$ cat src/rtl/dac_interp_upsampler.sv
// dac_interp_upsampler: takes one signed sample per frame of N = 2**OSR_LOG2
// clocks and emits one oversampled value per clock for the FIR/sigma-delta
// chain. The frame start (X0) and end (X1) values come from a one-entry
// input buffer.
// Build option: define DAC_INTERP_LINEAR_EN for linear interpolation between
// X0 and X1. Leave it undefined for a zero-order hold (dac_o = X0).
module dac_interp_upsampler #(
    parameter int BW       = 16,
    parameter int OSR_LOG2 = 3
) (
    input  logic                 clk_i,
    input  logic                 rst_i,
    input  logic signed [BW-1:0] smp_i,
    input  logic                 smp_valid_i,
    output logic                 smp_ready_o,
    output logic signed [BW-1:0] dac_o,
    output logic                 run_o,
    output logic                 underrun_o
);

    typedef enum logic {
        IDLE = 1'b0,
        RUN  = 1'b1
    } state_t;

    state_t                state_q;
    state_t                state_d;
    logic signed [BW-1:0]  x0_q;
    logic signed [BW-1:0]  x1_q;
    logic signed [BW-1:0]  nxt_q;
    logic                  nxt_full_q;
    logic [OSR_LOG2-1:0]   k_q;
    logic                  underrun_q;

    logic                  accept;
    logic                  boundary;
    logic                  load_frame;
    logic                  consume;

    // The ready signal is a pure decode of the buffer flag, so valid never
    // reaches ready combinationally.
    assign smp_ready_o = ~nxt_full_q;
    assign accept      = smp_valid_i & ~nxt_full_q;
    assign boundary    = (state_q == RUN) && (k_q == {OSR_LOG2{1'b1}});
    assign run_o       = (state_q == RUN);
    assign underrun_o  = underrun_q;

    // Next-state logic. Both the first load from IDLE and each RUN boundary
    // start a new frame. The buffer is consumed only if it was already full
    // before the boundary cycle.
    always_comb begin
        state_d    = state_q;
        load_frame = 1'b0;
        consume    = 1'b0;
        case (state_q)
            IDLE: begin
                if (nxt_full_q) begin
                    load_frame = 1'b1;
                    consume    = 1'b1;
                    state_d    = RUN;
                end
            end
            RUN: begin
                if (boundary) begin
                    load_frame = 1'b1;
                    consume    = nxt_full_q;
                end
            end
            default: state_d = IDLE;
        endcase
    end

    // Control and sample registers: the FSM, the input buffer, the frame
    // endpoints, the phase counter and the underrun flag.
    always_ff @(posedge clk_i) begin
        if (rst_i) begin
            state_q    <= IDLE;
            x0_q       <= '0;
            x1_q       <= '0;
            nxt_q      <= '0;
            nxt_full_q <= 1'b0;
            k_q        <= '0;
            underrun_q <= 1'b0;
        end else begin
            state_q    <= state_d;
            underrun_q <= boundary & ~nxt_full_q;
            if (accept) begin
                nxt_q      <= smp_i;
                nxt_full_q <= 1'b1;
            end else if (consume) begin
                nxt_full_q <= 1'b0;
            end
            if (load_frame) begin
                x0_q <= x1_q;
                if (consume) begin
                    x1_q <= nxt_q;
                end
            end
            if (state_q == RUN) begin
                k_q <= k_q + 1'b1;
            end else begin
                k_q <= '0;
            end
        end
    end

`ifdef DAC_INTERP_LINEAR_EN
    localparam int ACC_W = BW + 1 + OSR_LOG2;

    logic signed [BW:0]      diff;
    logic signed [ACC_W-1:0] acc_q;
    logic                    unused_acc_msb;

    assign diff = {x1_q[BW-1], x1_q} - {x0_q[BW-1], x0_q};

    // The accumulator holds X0*N + k*(X1-X0). Because this value stays between
    // X0*N and X1*N, the output slice below cannot overflow.
    always_ff @(posedge clk_i) begin
        if (rst_i) begin
            acc_q <= '0;
        end else if (load_frame) begin
            acc_q <= {x1_q[BW-1], x1_q, {OSR_LOG2{1'b0}}};
        end else if (state_q == RUN) begin
            acc_q <= acc_q + {{OSR_LOG2{diff[BW]}}, diff};
        end
    end

    // Taking bits above OSR_LOG2 is an arithmetic shift right. The top bit is
    // only headroom for the intermediate sums.
    assign dac_o          = acc_q[OSR_LOG2 +: BW];
    assign unused_acc_msb = acc_q[ACC_W-1];
`else
    // Zero-order hold: repeat the frame start value for every phase.
    assign dac_o = x0_q;
`endif

endmodule
$ cat config.mk
export PLATFORM = sky130hd
export DESIGN_NAME = dac_interp_upsampler
export DESIGN_NICKNAME = d
export VERILOG_FILES = /design/src/rtl/dac_interp_upsampler.sv
export SDC_FILE = /design/constraint.sdc
export NUM_CORES = 1
export LEC_CHECK = 0
export ABC_AREA = 1
export CAP_MARGIN = 20
export CORE_AREA = 5 5 92 94
export DETAILED_ROUTE_END_ITERATION = 12
export DIE_AREA = 0 0 97 99
export GPL_ROUTABILITY_DRIVEN = 0
export PLACE_DENSITY = 0.6
export SLEW_MARGIN = 30
export SYNTH_ARGS = -nofsm -noshare
export SYNTH_HDL_FRONTEND = slang
export SYNTH_SLANG_ARGS = --single-unit
$ cat constraint.sdc
create_clock -name clk_i -period 3.5 [get_ports clk_i]
set_input_delay 0.7 -clock clk_i [delete_from_list [all_inputs] [get_ports clk_i]]
set_output_delay 0.7 -clock clk_i [all_outputs]
set_load 0.02 [all_outputs]
After elaboration in Yosys (flattened, before gate mapping)
Cells that the tools add are included.
Storage, ports and cells
  output and inout bits: 19
  word-level logic and storage cells: 25
  flip-flop bits (word level): 54
  input port bits: 19
Operators by class
  reductions and logical operators: 4
  eq/ne operators: 1
  mux-type cells: 8
  add/sub/neg operators: 1
  bitwise logic cells: 4
Operator list (number)
  $mux W1: 6
  $pmux W1 S2: 2
  $add A3 B1 Y3 const B: 1
  $eq A3 B3 Y1 const B: 1
  $and A1 B1 Y1: 2
  $not A1 Y1: 2
  $reduce_and A2 Y1: 1
  $reduce_bool A2 Y1: 1
  $reduce_or A2 Y1: 1
  $logic_and A1 B1 Y1: 1

Depth between registers and ports, before layout
  depth after elaboration: 6
  gate-level depth with buffers: 8

Worst setup path after synthesis
No wires, ideal clock.
  path kind: flip-flop to flip-flop
  from: register k_q[0]
  to: register x1_q[1]
  slack: 2.207 ns
  stages on the path, launching flop included: 8
  buffers on the path: 1
  arrival time: 1.178 ns
  path through: dfxtp_1 ha_1 ha_1 inv_1 nand2_2 buf_2 a21oi_1 nor2_1
On the way
  longest elaborated chain between the ends: 5
  elaborated cells between the ends (all ways): 7
  those cells by class: eq/ne: 1; mux: 4; reduce/logical: 2
Ends and longest elaborated chain
  start, declared: RTL line 32  | logic [OSR_LOG2-1:0] k_q;
  start signal, assigned: RTL line 100  | k_q <= k_q + 1'b1;
  $eq A3 B3 Y1 (*): RTL line 44  | assign boundary = (state_q == RUN) && (k_q == {OSR_LOG2{1'b1}});
  $logic_and A1 B1 Y1 (*): RTL line 44
  $mux W1: RTL line 64  | if (boundary) begin
  $pmux W1 S2: RTL line 55  | case (state_q)
  $reduce_and A2 Y1 (no line) (*)
  end signal, assigned: RTL line 96  | x1_q <= nxt_q;
  end, declared: RTL line 29  | logic signed [BW-1:0] x1_q;
Mark *: on every way between the ends. The rest lies on a longest branch, timed or not.
A chain may end at the register's enable or synchronous reset.

Worst setup path after layout
  from: register state_q, in the netlist run_o
  to: output run_o
RTL lines
  start, declared: RTL line 26  | state_t state_q;
  start signal, assigned: RTL line 85  | state_q <= state_d;
  end, declared: RTL line 17  | output logic run_o,
No word-level cell between the ends.

==> results.sh <==
export IMPL_multi_input_area_um2=848
export IMPL_relSlewSlack_pct=58.7
export IMPL_clkTransAtPathRegs_ns=0.09
export IMPL_worstHoldPathType="flip-flop to flip-flop"
export IMPL_dieArea_um2=9600
export IMPL_drc=0
export IMPL_maxCapViolations=0
export IMPL_clockRootBuffer="clkbuf_8"
export IMPL_p_leak_nw=1.20
export IMPL_antenna_found_initial=0
export IMPL_r2r_start="k_q[0]"
export IMPL_mostFrequentLayoutCells="83 x nor2_1, 54 x dfxtp_1, 37 x inv_1, 37 x clkdlybuf4s50_1, 33 x nand2_1"
export IMPL_crit_path_top_delay_cell="clkdlybuf4s50_1"
export IMPL_rows=32
export IMPL_synthCells=302
export IMPL_final_layout_size_suffix_gt1_share_pct=5.71
export IMPL_pin_count=38
export IMPL_fin_setup_tns_ns=0
export IMPL_clock_sinks=54
export IMPL_ys_seq_elements=54
export IMPL_ctsResizeCount=0
export IMPL_avgSynthCellArea_um2=7.24
export IMPL_cts_max_level=2
export IMPL_nNetsFinal=353
export IMPL_synth_cell_types=17
export IMPL_maxSlewViolCount=0
export IMPL_dp_hpwl_um=3110
export IMPL_vdd_ir_drop_max_mv=0.204
export IMPL_outcome="complete, no violations"
export IMPL_critical_path_cell_count=1
export IMPL_cts_setup_buffers=0
export IMPL_synth_fp_nets=323
export IMPL_worst_path_largest_cell_delay_ns=0.66
export IMPL_crit_chain="clkdlybuf4s50_1"
export IMPL_setup_viol=0
export IMPL_critPathMaxFanout=5
export IMPL_grt_pass1_vias=1673
export IMPL_clk_path_buf_depth=2
export IMPL_core_area_um2=7570
export IMPL_timing_final_crit_share_pct=61.0
export IMPL_grt_use_total_pct=9.63
export IMPL_grt_max_degree=37
export IMPL_numCtsBuffers=5
export IMPL_yosysSeqAreaShare_pct=49.4
export IMPL_final_common_cell="nor2_1"
export IMPL_die_h_um=99
export IMPL_powerDensity_nw_per_um2=526
export IMPL_fmax_mhz=468
export IMPL_globalRoute_totalOverflow=0
export IMPL_antenna_cells=0
export IMPL_path_class="flip-flop to output pin"
export IMPL_die_w_um=97
export IMPL_grt_pass1_wl_um=7710
export IMPL_via_count=1783
export IMPL_vias_per_cell=4.10
export IMPL_wl_per_cell_um=10.2
export IMPL_cp_top_family="buffers and inverters"
export IMPL_portBuffers=37
export IMPL_worst_setup_path_start_kind="flip-flop"
export IMPL_clkLatencyLatePin_ns=0.30
export IMPL_cts_tree="built"
export IMPL_start_util_pct=28.9
export IMPL_cts_hold_buf=0
export IMPL_drt_first_pass_iters=4
export IMPL_worst_slew_pin_slew_ns=0.617
export IMPL_final_seq_area_um2=1080
export IMPL_total_power_mw=1.44
export IMPL_drt_total_wl_um=4430
export IMPL_yosysWarnings=0
export IMPL_hold_viol=0
export IMPL_reg2reg_slack_ns=1.76
export IMPL_period_minus_slack_ns=2.13
export IMPL_nFillCells=819
export IMPL_antenna_left=0
export IMPL_cp_startpoint="run_o"
export IMPL_crit_arrival_ns=1.43
export IMPL_crit_buf_inv=1
export IMPL_worst_r2r_path_depth=7
export IMPL_r2r_end="dac_o[1]"
export IMPL_drtIter0Drc=81
export IMPL_rsz0062_at_grt="no"
export IMPL_endpoint_kind="output pin"
export IMPL_required_ns=2.80
export IMPL_crit_path_end="run_o"
export IMPL_skew_ns=0.00700
export IMPL_netlist_area_um2=2190
export IMPL_syn2layout_area_growth_pct=25.5
[how the worst min path moves through the flow]
stage / cells after the start / slack [ns] / to / start
finish: 1 / 0.44 / k_q[0] / k_q[0]
global route: 1 / 0.45 / k_q[0] / k_q[0]
CTS: 1 / 0.45 / k_q[0] / k_q[0]
detailed placement: 1 / 0.43 / k_q[0] / k_q[0]
global placement: 1 / 0.41 / k_q[0] / k_q[0]
floorplan: 1 / 0.40 / k_q[0] / k_q[0]
[state kept, by name (all words and copies together), names as in the netlist]
| signal | count |
|---|---|
| x1_q | 16 |
| k_q | 3 |
| dac_o | 16 |
| nxt_q | 16 |
| underrun_o | 1 |
| run_o | 1 |
| nxt_full_q | 1 |
[through the flow]
step | cell area, µm² | worst slack (ns) | cells | util [%] | hold WS (ns)
2_1_floorplan | 2190 | 2.21 | 302 | - | 0.399
3_3_place_gp | 2600 | 1.41 | 427 | 34.4 | 0.409
4_1_cts | 2740 | 1.34 | 435 | 36.3 | 0.448
6_report | 2740 | 1.37 | 435 | 36.3 | 0.440
5_1_grt | 2740 | 1.29 | 435 | 36.3 | 0.453
3_5_place_dp | 2600 | 1.37 | 427 | 34.4 | 0.434
[power breakdown]
group,internal [mW],switching (mW)
clock network,0.305,0.195
logic,0.106,0.143
registers,0.666,0.0278
[cells by family after synthesis]
family / synth area share [%]
buffers and inverters: 11.8
DFF: 49.4
adders and majority gates: 1.14
AOI/OAI and AO/OA: 8.01
and+or+nand+nor: 29.6
[metal layers]
| metal | part of all wire, % | track usage (%) | vias up | wire length [µm] |
|---|---|---|---|---|
| li1 | - | - | 983 | - |
| met1 | 54 | 12.8 | 761 | 2370 |
| met2 | 41 | 14.6 | 34 | 1800 |
| met3 | 4.3 | 3.26 | 5 | 192 |
| met4 | 1.4 | 3.24 | 0 | 64 |
| met5 | 0 | 0 | - | 0 |
[layout make-up]
class | count | share of cell area, %
flip-flops and latches | 54 | 39.4
multi-input cells | 192 | 30.9
clock buffers | 6 | 3.01
inverters | 39 | 5.52
well taps | 102 | 4.65
repair buffers | 40 | 14.3
clock inverters | 2 | 2.19
[cell usage after synthesis (all sizes together)]
master | n | share of area [%]
inv | 39 | 6.9
nand3 | 32 | 7.3
nor3 | 1 | 0.23
ha | 2 | 1.1
a21oi | 18 | 4.1
o21ai | 17 | 3.9
nor2 | 83 | 14
dfxtp | 54 | 49
clkbuf | 4 | 0.74
buf | 13 | 4.1
nand2 | 39 | 7.8
Note: power is estimated with default switching activity, not from simulation.
